===== src/rtl/cdbus_bus_emu.sv =====
// N-node shared-bus emulator: resolves tx/tx_en pairs into one delayed bus value,
// flags push-pull contention and can invert the bus for a requested number of cycles.
module cdbus_bus_emu #(
    parameter int N_NODES = 3,
    parameter int DELAY   = 2,
    parameter int CNT_W   = 16,
    parameter int LEN_W   = 8
) (
    input  logic               clk,
    input  logic               reset,
    input  logic [N_NODES-1:0] tx,
    input  logic [N_NODES-1:0] tx_en,
    output logic [N_NODES-1:0] rx,
    input  logic               mode,
    output logic               bus_out,
    output logic               conflict,
    output logic [CNT_W-1:0]   conflict_cnt,
    input  logic               clr_cnt,
    input  logic               inj_req,
    input  logic [LEN_W-1:0]   inj_len,
    output logic               inj_ack,
    output logic               inj_busy
);

    typedef enum logic {
        IDLE,
        ACTIVE
    } inj_state_t;

    inj_state_t         inj_state;
    logic [LEN_W-1:0]   inj_cnt;
    logic [DELAY-1:0]   pipe;
    logic               any_drv0;
    logic               any_drv1;
    logic               res;
    logic               contention;
    logic               contention_rise;

    // Both modes collapse to "any enabled zero pulls the bus low": open-drain by
    // nature, push-pull because disagreement resolves to 0. Mode only gates contention.
    always_comb begin
        any_drv0   = |(tx_en & ~tx);
        any_drv1   = |(tx_en & tx);
        res        = ~any_drv0;
        contention = ~mode & any_drv0 & any_drv1;
    end

    assign contention_rise = contention & ~conflict;

    always_ff @(posedge clk or posedge reset) begin
        if (reset) begin
            pipe <= '1;
        end else begin
            pipe[0] <= res;
            for (int i = 1; i < DELAY; i++) begin
                pipe[i] <= pipe[i-1];
            end
        end
    end

    always_ff @(posedge clk or posedge reset) begin
        if (reset) begin
            conflict     <= 1'b0;
            conflict_cnt <= '0;
        end else begin
            conflict <= contention;
            if (clr_cnt) begin
                conflict_cnt <= '0;
            end else if (contention_rise && (conflict_cnt != '1)) begin
                conflict_cnt <= conflict_cnt + CNT_W'(1);
            end
        end
    end

    // The ack cycle sits between the request and the first inverted cycle.
    always_ff @(posedge clk or posedge reset) begin
        if (reset) begin
            inj_state <= IDLE;
            inj_cnt   <= '0;
            inj_ack   <= 1'b0;
            inj_busy  <= 1'b0;
        end else begin
            inj_ack <= 1'b0;
            case (inj_state)
                IDLE: begin
                    if (inj_ack) begin
                        inj_state <= ACTIVE;
                        inj_busy  <= 1'b1;
                    end else if (inj_req && (inj_len != '0)) begin
                        inj_ack <= 1'b1;
                        inj_cnt <= inj_len;
                    end
                end
                ACTIVE: begin
                    if (inj_cnt == LEN_W'(1)) begin
                        inj_state <= IDLE;
                        inj_busy  <= 1'b0;
                    end else begin
                        inj_cnt <= inj_cnt - LEN_W'(1);
                    end
                end
                default: begin
                    inj_state <= IDLE;
                    inj_busy  <= 1'b0;
                end
            endcase
        end
    end

    assign bus_out = pipe[DELAY-1] ^ inj_busy;
    assign rx      = (tx_en & tx) | (~tx_en & {N_NODES{bus_out}});

endmodule

===== config.mk =====
export PLATFORM = sky130hd
export DESIGN_NAME = cdbus_bus_emu
export DESIGN_NICKNAME = d
export VERILOG_FILES = /design/src/rtl/cdbus_bus_emu.sv
export SDC_FILE = /design/constraint.sdc
export NUM_CORES = 1
export LEC_CHECK = 0
export ABC_AREA = 1
export BUFFER_PORTS_ARGS = -buffer_cell sky130_fd_sc_hd__buf_4
export CORE_MARGIN = 2
export CORE_UTILIZATION = 54
export CTS_BUF_LIST = sky130_fd_sc_hd__clkbuf_16
export DETAILED_ROUTE_END_ITERATION = 10
export PLACE_DENSITY_LB_ADDON = 0.12
export SETUP_SLACK_MARGIN = 0.2
export SLEW_MARGIN = 20
export SYNTH_ARGS = -nofsm -noshare
export SYNTH_HDL_FRONTEND = slang
export SYNTH_SLANG_ARGS = --single-unit

===== constraint.sdc =====
create_clock -name clk -period 1.65 [get_ports clk]
set_input_delay 0 -clock clk [delete_from_list [all_inputs] [get_ports clk]]
set_output_delay 0 -clock clk [all_outputs]
set_load 0.02 [all_outputs]

==> run_results.csv <==
group,metric,value,unit
cells_and_area,layout_common_cells,"65 x nand2_1, 52 x buf_4, 47 x nand3_1",
clocking,clk_pin_slew,0.05,ns
worst_setup_path,crit_path_max_fanout,7,
timing,relSlewSlack,74.13,%
detailed_routing,via_per_inst,5.380,
synthesis,syn-num-nets,302,
detailed_routing,via_count,2066,
worst_setup_path,crit_family,"simple AND/OR/NAND/NOR gates",
synthesis,synth_cell_types,27,
detailed_routing,drcViolationCount,0,
place,portBuffers,41,
clocking,clock_path_buffers,2,
timing,hold_violations,0,
pwr,powerDensity,1193,nW/µm²
global_routing,antenna_found_initial,0,
die,coreArea,3416,µm²
detailed_routing,wl_per_cell,12.93,µm
worst_hold_path,hp-class,"primary input to flip-flop",
timing,fin_skew,0.006114,ns
timing,max_freq,678.4,MHz
synthesis,ys_seq_area_share,38.52,%
clocking,numCtsBuffers,5,
timing,period_minus_slack,1.474,ns
die,die_y,64.18,µm
place,place.gp.congestion,0.8423,
cells_and_area,antenna_cells,0,
cells_and_area,layout_commonest_cell,"nand2_1",
timing,fin_crit_sh,89.34,%
synthesis,synth_area_per_cell,6.984,µm²
clocking,clk_latency,0.28,ns
clocking,cts_tree,"yes",
worst_setup_path,slowest_stage,"dfrtp_1",
timing,timing.setup.tns,0,ns
worst_setup_path,path_buf_inv,1,
global_routing,grt_max_degree,33,
cells_and_area,drive_above_1_share,34.62,%
cells_and_area,area_growth,39.67,%
die,fp.dieW,64.18,µm
cells_and_area,final.fill_count,238,
worst_setup_path,arrival,1.63,ns
pwr,peakVddDrop,1.053,mV
worst_setup_path,crit_type,"flip-flop to flip-flop",
die,initial_utilization,57.25,%
detailed_routing,firstDrtPassIters,4,
detailed_routing,ant_nets,0,
timing,rsz0062_at_grt,"yes",
worst_setup_path,end_kind,"flip-flop",
worst_setup_path,worstPathRequired,1.81,ns
clocking,clkSinkCount,30,
worst_setup_path,crit_chain,"inv_2, nand2_2, nor2_4, nand2_2, o21ai_4, nand2_4, nand3_2, nand2_1",
timing,final-max-slew-violation-count,0,
place,hpwl,3106,µm
global_routing,track_usage,24.50,%
detailed_routing,routed_wl,4965,µm
cells_and_area,finalInstanceArea,2731,µm²
global_routing,grt_pass1_vias,1783,
global_routing,grt_overflow_total,0,
timing,setup_viol,0,
worst_setup_path,startpoint_type,"flip-flop",
global_routing,grt_pass1_wl,7955,µm
worst_setup_path,crit_top_cell,"nand2_2",
cells_and_area,layout.nets,359,
detailed_routing,drt_iter0_drc,210,
place,place_area,2342,µm²
timing,max_slew.worst_pin.slew,0.3880,ns
synthesis,ys.warnings.count,0,
pwr,total_power,3.259,mW
die,die_area,4119,µm²
synthesis,netlist_area,1956,µm²
clocking,htree_levels,2,
run_status,status,"complete, no violations",
die,io_pins,42,
die,rows,21,
pwr,p_leak,1.355,nW
flow_run,cap_viol_max_count,0,
clocking,clock-root-buffer,"clkbuf_16",
synthesis,synthesis.instances,280,
worst_setup_path,max_stage_delay,0.40,ns
synthesis,ys_seq_elements,30,
==> per-stage QoR <==
step           util, %  hold WS (ns)  setup WS [ns]  instances
2_1_floorplan        -       0.08919         0.1361        280
5_1_grt          79.96       0.04145        0.09727        384
6_report         79.96       0.01233         0.1760        384
3_3_place_gp     68.57        0.1095         0.1825        364
4_1_cts          74.84       0.01029         0.2150        378
3_5_place_dp     68.57        0.1100         0.1314        364
==> registers in the layout, summed over array words and instances (netlist names) <==
| signal | flops |
|---|---|
| pipe | 2 |
| inj_cnt | 8 |
| conflict | 1 |
| inj_state | 1 |
| inj_ack | 1 |
| inj_busy | 1 |
| conflict_cnt | 16 |
==> metal layers <==
layer	global-route usage, %	wire length, µm	vias up
met1	33.33	2277	973
met3	5.282	323	6
met5	0	0	-
met4	7.181	55	0
met2	39.32	2308	71
li1	-	-	1016
==> synthesized netlist by cell type, drive strengths merged <==
library cell  number  area, µm²
dfstp              2      52.55
nor2              25      108.9
xor2               7      61.31
nand3             52      265.3
inv               39      146.4
nor3b              1      7.510
xnor2              1      8.760
ha                 3      37.54
buf                6      35.03
nand2             75      294.0
dfrtp             28      700.7
clkbuf             1      3.750
nor3               2      10.01
o21ai             20      103.9
nand3b             8      60.06
clkinv             1      3.750
nand4              9      56.30
==> logic make-up after synthesis <==
logic type | count (synthesis) | share of synthesized area, %
compound gates | 20 | 5.310
xor+xnor | 8 | 3.583
fa+ha+maj | 3 | 1.920
buf+inv | 47 | 9.660
flops | 30 | 38.52
simple gates | 172 | 41.01
==> timing repair <==
action | CTS | global route
hold buffers | 1 | 0
endpoints found under the setup margin | 18 | 28
gates resized for setup | 3 | 47
hold endpoints to repair | 28 | 0
cloned | 0 | 1
setup buffers | 5 | 5
pin swaps | 2 | 10
==> worst register-to-register path, cell delays in order (launching register included) <==
cell and delay, ns:
dfrtp_1 0.40, inv_2 0.11, nand2_2 0.09, nor2_4 0.12, nand2_2 0.08, o21ai_4 0.26
nand2_4 0.14, nand3_2 0.11, nand2_1 0.05
==> path summary, 6_finish.rpt <==
| kind | start | to | slack, ns | cells after the start |
|---|---|---|---|---|
| worst max register to register | inj_cnt[3] | inj_cnt[5] | 0.18 | 8 |
| max in group asynchronous | reset | pipe[1] | 0.95 | 4 |
| worst min-delay path | mode | conflict | 0.01 | 4 |
| worst max-delay path | inj_cnt[3] | inj_cnt[5] | 0.18 | 8 |
| worst min register to register | pipe[0] | pipe[1] | 0.36 | 0 |
| min in group asynchronous | reset | conflict_cnt[8] | 0.38 | 4 |
==> report_power, final <==
part / switching [mW] / internal [mW] / total [mW]
clock: 0.315 / 0.546 / 0.861
combinational: 0.825 / 0.533 / 1.36
sequential: 0.154 / 0.886 / 1.04
==> layout make-up <==
type / instances / area, µm² / share of cell area, %
clock buffer: 5 / 125.1 / 4.581
clock inverter: 3 / 13.76 / 0.5039
inverter: 40 / 153.9 / 5.634
multi-input combinational: 204 / 1169 / 42.79
sequential: 30 / 769.5 / 28.17
tap: 46 / 57.56 / 2.107
timing repair buffer: 56 / 442.9 / 16.22
Power figures use the tool's default switching activity.
